**config.mk**
```make
export PLATFORM = sky130hd
export DESIGN_NAME = alu_issue_stage
export DESIGN_NICKNAME = d
export VERILOG_FILES = /design/src/rtl/alu_pkg.sv /design/src/rtl/alu_ctrl_decode.sv /design/src/rtl/alu_issue_stage.sv
export SDC_FILE = /design/constraint.sdc
export NUM_CORES = 1
export LEC_CHECK = 0
export ABC_AREA = 1
export CAP_MARGIN = 20
export CORE_UTILIZATION = 31
export DETAILED_ROUTE_END_ITERATION = 7
export GPL_ROUTABILITY_DRIVEN = 1
export PLACE_DENSITY_LB_ADDON = 0.2
export SETUP_SLACK_MARGIN = 0.5
export SLEW_MARGIN = 25
export SYNTH_ARGS = -nofsm -noshare
export SYNTH_HDL_FRONTEND = slang
export SYNTH_SLANG_ARGS = --single-unit
```
**constraint.sdc**
```tcl
create_clock -name clk -period 1.2 [get_ports clk]
set_input_delay 0.24 -clock clk [delete_from_list [all_inputs] [get_ports clk]]
set_output_delay 0.24 -clock clk [all_outputs]
set_load 0.02 [all_outputs]
```
**src/rtl/alu_pkg.sv**
```systemverilog
`default_nettype none
// ============================================================================
//  Module      : alu_pkg
//  Description : Shared ALUOp / funct encodings and ALU control codes for the
//                ALU issue stage and its control decoder.
//  Revision    : 1.0  initial release
// ============================================================================
package alu_pkg;

    // ALUOp field driven by the main decoder
    localparam logic [1:0] c_aluop_mem   = 2'b00;  // lw/sw address add
    localparam logic [1:0] c_aluop_beq   = 2'b01;  // branch compare subtract
    localparam logic [1:0] c_aluop_rtype = 2'b10;  // use funct field

    // R-type funct encodings understood by the ALU
    localparam logic [5:0] c_funct_add = 6'b100000;
    localparam logic [5:0] c_funct_sub = 6'b100010;
    localparam logic [5:0] c_funct_and = 6'b100100;
    localparam logic [5:0] c_funct_or  = 6'b100101;
    localparam logic [5:0] c_funct_slt = 6'b101010;

    // ALU control codes presented on aluControl
    localparam logic [2:0] ALU_ADD = 3'b010;
    localparam logic [2:0] ALU_SUB = 3'b110;
    localparam logic [2:0] ALU_AND = 3'b000;
    localparam logic [2:0] ALU_OR  = 3'b001;
    localparam logic [2:0] ALU_SLT = 3'b111;

    // Decoder result: control code plus an illegal-instruction marker
    typedef struct packed {
        logic [2:0] code;
        logic       illegal;
    } alu_dec_t;

endpackage
`default_nettype wire

```
**src/rtl/alu_ctrl_decode.sv**
```systemverilog
`default_nettype none
// ============================================================================
//  Module      : alu_ctrl_decode
//  Description : Combinational ALUOp/funct to ALU control decoder. Unknown
//                encodings fall back to ADD and raise the illegal flag so the
//                ALU never sees a code outside the supported five.
//  Revision    : 1.0  initial release
// ============================================================================
module alu_ctrl_decode
    import alu_pkg::*;
(
    input  logic [1:0] alu_op,
    input  logic [5:0] funct,
    output alu_dec_t   dec
);

    // Map ALUOp and funct onto a control code; default is a safe ADD
    always_comb begin
        dec.code    = ALU_ADD;
        dec.illegal = 1'b0;
        case (alu_op)
            c_aluop_mem: dec.code = ALU_ADD;
            c_aluop_beq: dec.code = ALU_SUB;
            c_aluop_rtype: begin
                case (funct)
                    c_funct_add: dec.code = ALU_ADD;
                    c_funct_sub: dec.code = ALU_SUB;
                    c_funct_and: dec.code = ALU_AND;
                    c_funct_or:  dec.code = ALU_OR;
                    c_funct_slt: dec.code = ALU_SLT;
                    default:     dec.illegal = 1'b1;
                endcase
            end
            default: dec.illegal = 1'b1;
        endcase
    end

endmodule
`default_nettype wire

```
**src/rtl/alu_issue_stage.sv**
```systemverilog
`default_nettype none
// ============================================================================
//  Module      : alu_issue_stage
//  Description : Two-register pipeline slice around an external combinational
//                ALU. Stage 1 holds decoded control and operands that feed the
//                ALU; stage 2 captures the ALU result, branch outcome and the
//                illegal marker. Valid/ready on both sides, flush, and a
//                saturating count of illegal ops retired from stage 2.
//  Revision    : 1.0  initial release
// ============================================================================
module alu_issue_stage
    import alu_pkg::*;
#(
    parameter int WIDTH = 32,
    parameter int CNT_W = 8
) (
    input  logic             clk,
    input  logic             reset,
    input  logic             in_valid,
    output logic             in_ready,
    input  logic [1:0]       alu_op,
    input  logic [5:0]       funct,
    input  logic [WIDTH-1:0] rs_data,
    input  logic [WIDTH-1:0] rt_data,
    input  logic [WIDTH-1:0] imm,
    input  logic             alu_src,
    input  logic             is_branch,
    input  logic             flush,
    output logic [WIDTH-1:0] alu_in1,
    output logic [WIDTH-1:0] alu_in2,
    output logic [2:0]       alu_control,
    input  logic [WIDTH-1:0] alu_result,
    input  logic             alu_zero,
    output logic             out_valid,
    input  logic             out_ready,
    output logic [WIDTH-1:0] out_result,
    output logic             branch_taken,
    output logic             illegal_op,
    output logic [CNT_W-1:0] illegal_count
);

    localparam logic [CNT_W-1:0] c_cnt_max = {CNT_W{1'b1}};

    // Stage 1 (ALU input side)
    logic             r_s1_valid;
    logic [WIDTH-1:0] r_alu_in1;
    logic [WIDTH-1:0] r_alu_in2;
    logic [2:0]       r_alu_control;
    logic             r_s1_branch;
    logic             r_s1_illegal;

    // Stage 2 (ALU result side)
    logic             r_s2_valid;
    logic [WIDTH-1:0] r_out_result;
    logic             r_branch_taken;
    logic             r_illegal_op;
    logic [CNT_W-1:0] r_illegal_count;

    alu_dec_t w_dec;
    logic     w_s2_adv;
    logic     w_s1_adv;
    logic     w_accept;
    logic     w_retire;

    alu_ctrl_decode u_decode (
        .alu_op (alu_op),
        .funct  (funct),
        .dec    (w_dec)
    );

    assign w_s2_adv = ~r_s2_valid | out_ready;
    assign w_s1_adv = r_s1_valid & w_s2_adv;
    assign in_ready = ~flush & (~r_s1_valid | w_s2_adv);
    assign w_accept = in_valid & in_ready;
    // A stage-2 op flushed on the same edge does not count as retired
    assign w_retire = r_s2_valid & out_ready & ~flush;

    // Stage 1: capture decoded op and muxed operands on accept
    always_ff @(posedge clk) begin
        if (reset) begin
            r_s1_valid    <= 1'b0;
            r_alu_in1     <= '0;
            r_alu_in2     <= '0;
            r_alu_control <= ALU_ADD;
            r_s1_branch   <= 1'b0;
            r_s1_illegal  <= 1'b0;
        end else if (flush) begin
            r_s1_valid <= 1'b0;
        end else if (w_accept) begin
            r_s1_valid    <= 1'b1;
            r_alu_in1     <= rs_data;
            r_alu_in2     <= alu_src ? imm : rt_data;
            r_alu_control <= w_dec.code;
            r_s1_branch   <= is_branch;
            r_s1_illegal  <= w_dec.illegal;
        end else if (w_s1_adv) begin
            r_s1_valid <= 1'b0;
        end
    end

    // Stage 2: capture the ALU result when stage 1 moves forward
    always_ff @(posedge clk) begin
        if (reset) begin
            r_s2_valid     <= 1'b0;
            r_out_result   <= '0;
            r_branch_taken <= 1'b0;
            r_illegal_op   <= 1'b0;
        end else if (flush) begin
            r_s2_valid <= 1'b0;
        end else if (w_s1_adv) begin
            r_s2_valid     <= 1'b1;
            r_out_result   <= alu_result;
            r_branch_taken <= r_s1_branch & alu_zero;
            r_illegal_op   <= r_s1_illegal;
        end else if (out_ready) begin
            r_s2_valid <= 1'b0;
        end
    end

    // Saturating count of illegal ops handed to the memory stage
    always_ff @(posedge clk) begin
        if (reset) begin
            r_illegal_count <= '0;
        end else if (w_retire && r_illegal_op && (r_illegal_count != c_cnt_max)) begin
            r_illegal_count <= r_illegal_count + 1'b1;
        end
    end

    assign alu_in1       = r_alu_in1;
    assign alu_in2       = r_alu_in2;
    assign alu_control   = r_alu_control;
    assign out_valid     = r_s2_valid;
    assign out_result    = r_out_result;
    assign branch_taken  = r_branch_taken;
    assign illegal_op    = r_illegal_op;
    assign illegal_count = r_illegal_count;

endmodule
`default_nettype wire
```
==> results.ini <==
[timing]
slew_violations=0
setup_viol_count_final=96
fin_crit_ps=1357
fin_ws_ps=-157.1
fin_worst_skew_ps=7.608
hold_viol=0
fin_crit_sh_pct=113.1
rsz0062_at_grt=true
worst_slew_pin_slew_ps=311.9
fmax_mhz=736.9
worst_slew_margin_rel_pct=79.13

[layout]
drive_gt1_share_pct=58.00
layout.nets=1054
synthToLayoutAreaGrowth_pct=127.4
n_antenna_cell=0
layout.cells.non_filler=1099
fin_util_pct=72.64

[setup_path]
critPathLaunch=r_s1_valid$_SDFFE_PP0P_
critPathArrivalTime_ps=1120
crit_required_ps=960
r2r_cells=7
r2r-start=r_s1_valid$_SDFFE_PP0P_
endpoint_kind=output port
r2r-end=alu_in2[20]$_SDFFE_PP0P_
r2r_slack_ps=-120
worstSetupStartpointType=register
worst-path-max-fanout=3
crit_type=register to output port

[worst_hold_path]
hold_end=r_s1_valid$_SDFFE_PP0P_
min_from=out_ready
hp-class=input pin to register
hold_path_depth=4

[clocking]
htree_levels=4
cts_buffers=17
clockBufferDepth=2
cts_tree=yes
clk_latency_ps=410
clk_pin_slew_ps=50
cts_root_buf=clkbuf_16
numClockSinks=113

[synthesis]
syn_nets=709
synth_edf_count=0
synth_seq_area_share_pct=50.62
yosys.area.top_type=dfxtp_1
syn_area_um2=4469
syn_area_per_cell_um2=7.967
yosysMostFrequentCell=dfxtp_1
async_flop_share_pct=0
ys_dominant_reg_cell=dfxtp_1
yosysUniqueCellTypes=26
ys_warn_count=0
synth_top_area_share_pct=50.62
synth_seq_cells=113
synth_commonest_cells=dfxtp_1 (113), nand2_1 (102), nor2_1 (81), a21oi_1 (77), o21ai_0 (55)
netlist_top_cells_area=dfxtp_1 (51%), a21oi_1 (8.6%), nand2_1 (8.6%)
synth_cells=561

[grt]
track_usage_pct=21.97
grt_pass1_vias=5217
grt_max_degree=42
antenna_found_initial=0
grt_first_pass_wirelength_mm=24.95
overflow=0

[placed_design]
placed_cells=996
gp_congestion=0.7833
portBuffers=254
dp_hpwl_mm=10.58

[routing]
route.detailed.drc=0
num_vias=5307
avgRoutedWirePerCell_um=16.60
wl_mm=18.25
antenna_left=0
drtPass1Iterations=4
vias_per_cell=4.829
drt_iter0_markers=192

[pwr]
powerDensity_nw_per_um2=1133
internal-power_mw=8.703
p_total_mw=11.51
vdd_drop_max_uv=868.6
p_seq_share_pct=35.2
power_frac_comb_pct=18.7
leakage_nw=4.368
switching_share_pct=24.39
clockPowerShare_pct=46.1
power_switching_mw=2.807

[die]
die_h_um=122.1
die_area_um2=14900
rows=43
start_util_pct=31.95
pin_count=255
coreArea_um2=13990
die-width_um=122.1

[flow_run]
maxCapViolations=0

[run_status]
outcome=finished, violations left
violations=setup timing

==> per-stage QoR <==
stage | worst slack (ps) | area (um^2) | hold slack, ps | setup TNS (ps)
5_1_grt | -196.5 | 10160 | 325.6 | -12310
6_report | -157.1 | 10160 | 323.0 | -6783
4_1_cts | -166.9 | 8959 | 276.6 | -7007
3_3_place_gp | -605.7 | 7546 | 451.3 | -49580
2_1_floorplan | 83.38 | 4642 | 374.9 | 0
3_5_place_dp | -633.2 | 7546 | 455.2 | -53360
==> cell type report <==
cell class	instances	area, um^2
fillers	985	3827
multi-input cells	390	2765
clock buffers	24	503.0
inverters	23	112.6
flip-flops and latches	113	2424
repair buffers	360	3993
repair inverters	1	16.27
well taps	180	225.2
clock inverters	8	122.6
==> layer usage <==
metal  part of all wire (%)  wire length (um)  GRT usage [%]  vias to the layer above
li1                       -                 -              -                     2565
met1                     40              7266          22.86                     2526
met2                     51              9282          38.91                      183
met3                    7.1              1303          8.614                       33
met4                    2.2               395          9.604                        0
met5                      0                 0              0                        -
==> kinds of logic (layout without fill, tap and decap cells) <==
family	Yosys count	count (layout)	synth area share [%]
compound gates	146	147	16.43
mux	32	32	7.167
xor+xnor	3	3	0.5880
simple gates	204	204	18.28
fa+ha+maj	4	4	1.120
buf+inv	59	416	5.795
flops	113	113	50.62
==> power groups by stage <==
stage	logic, mW	registers, mW	clock network (mW)
6_report	2.15	4.05	5.31
5_1_grt	2.27	4.06	5.54
4_1_cts	1.74	4.04	5.37
3_5_place_dp	1.57	4.06	0
3_3_place_gp	1.55	4.06	0
2_1_floorplan	0.444	4.24	0
==> worst max path at each step <==
stage	end	depth (start not counted)
5_1_grt	in_ready	4
2_1_floorplan	illegal_count[6]$_SDFFE_PP0P_	7
4_1_cts	in_ready	4
3_3_place_gp	in_ready	6
6_report	in_ready	4
3_5_place_dp	in_ready	6
==> timing repair <==
action | CTS | global route
hold buffers | 0 | 0
setup buffers | 16 | 39
cloned | 7 | 9
endpoints found under the hold margin | 0 | 0
resized for setup | 863 | 171
setup endpoints to repair | 224 | 224
pin swaps | 12 | 35
==> cells in the final DEF, fill, tap and decap left out, types with 6 or more instances in the layout <==
master	netlist	layout
buf_12	0	16
mux2i_1	32	32
buf_6	0	119
a21oi_2	1	47
nand2_1	102	64
nand2_4	0	25
dfxtp_4	0	9
buf_4	3	63
nand2_2	1	14
nand3_1	10	6
o21ai_4	0	11
inv_1	20	15
nor2_1	81	72
a21oi_1	77	29
o21ai_2	0	47
buf_16	0	6
dfxtp_2	0	102
o21ai_1	13	10
nor2_2	1	7
clkdlybuf4s50_1	0	139
clkbuf_16	0	26
==> registers in the layout, summed over array words and instances (netlist names) <==
signal         cells
illegal_op         1
r_s1_valid         1
alu_in1           32
out_valid          1
alu_control        3
out_result        32
r_s1_branch        1
r_s1_illegal       1
alu_in2           32
branch_taken       1
illegal_count      8
==> worst max-delay path: stages, from the launching register on <==
cell and delay, ps:
dfxtp_4 370, nand3_4 100, nand2_2 80, inv_2 40, buf_6 120
(Power assumes the default switching activity.)
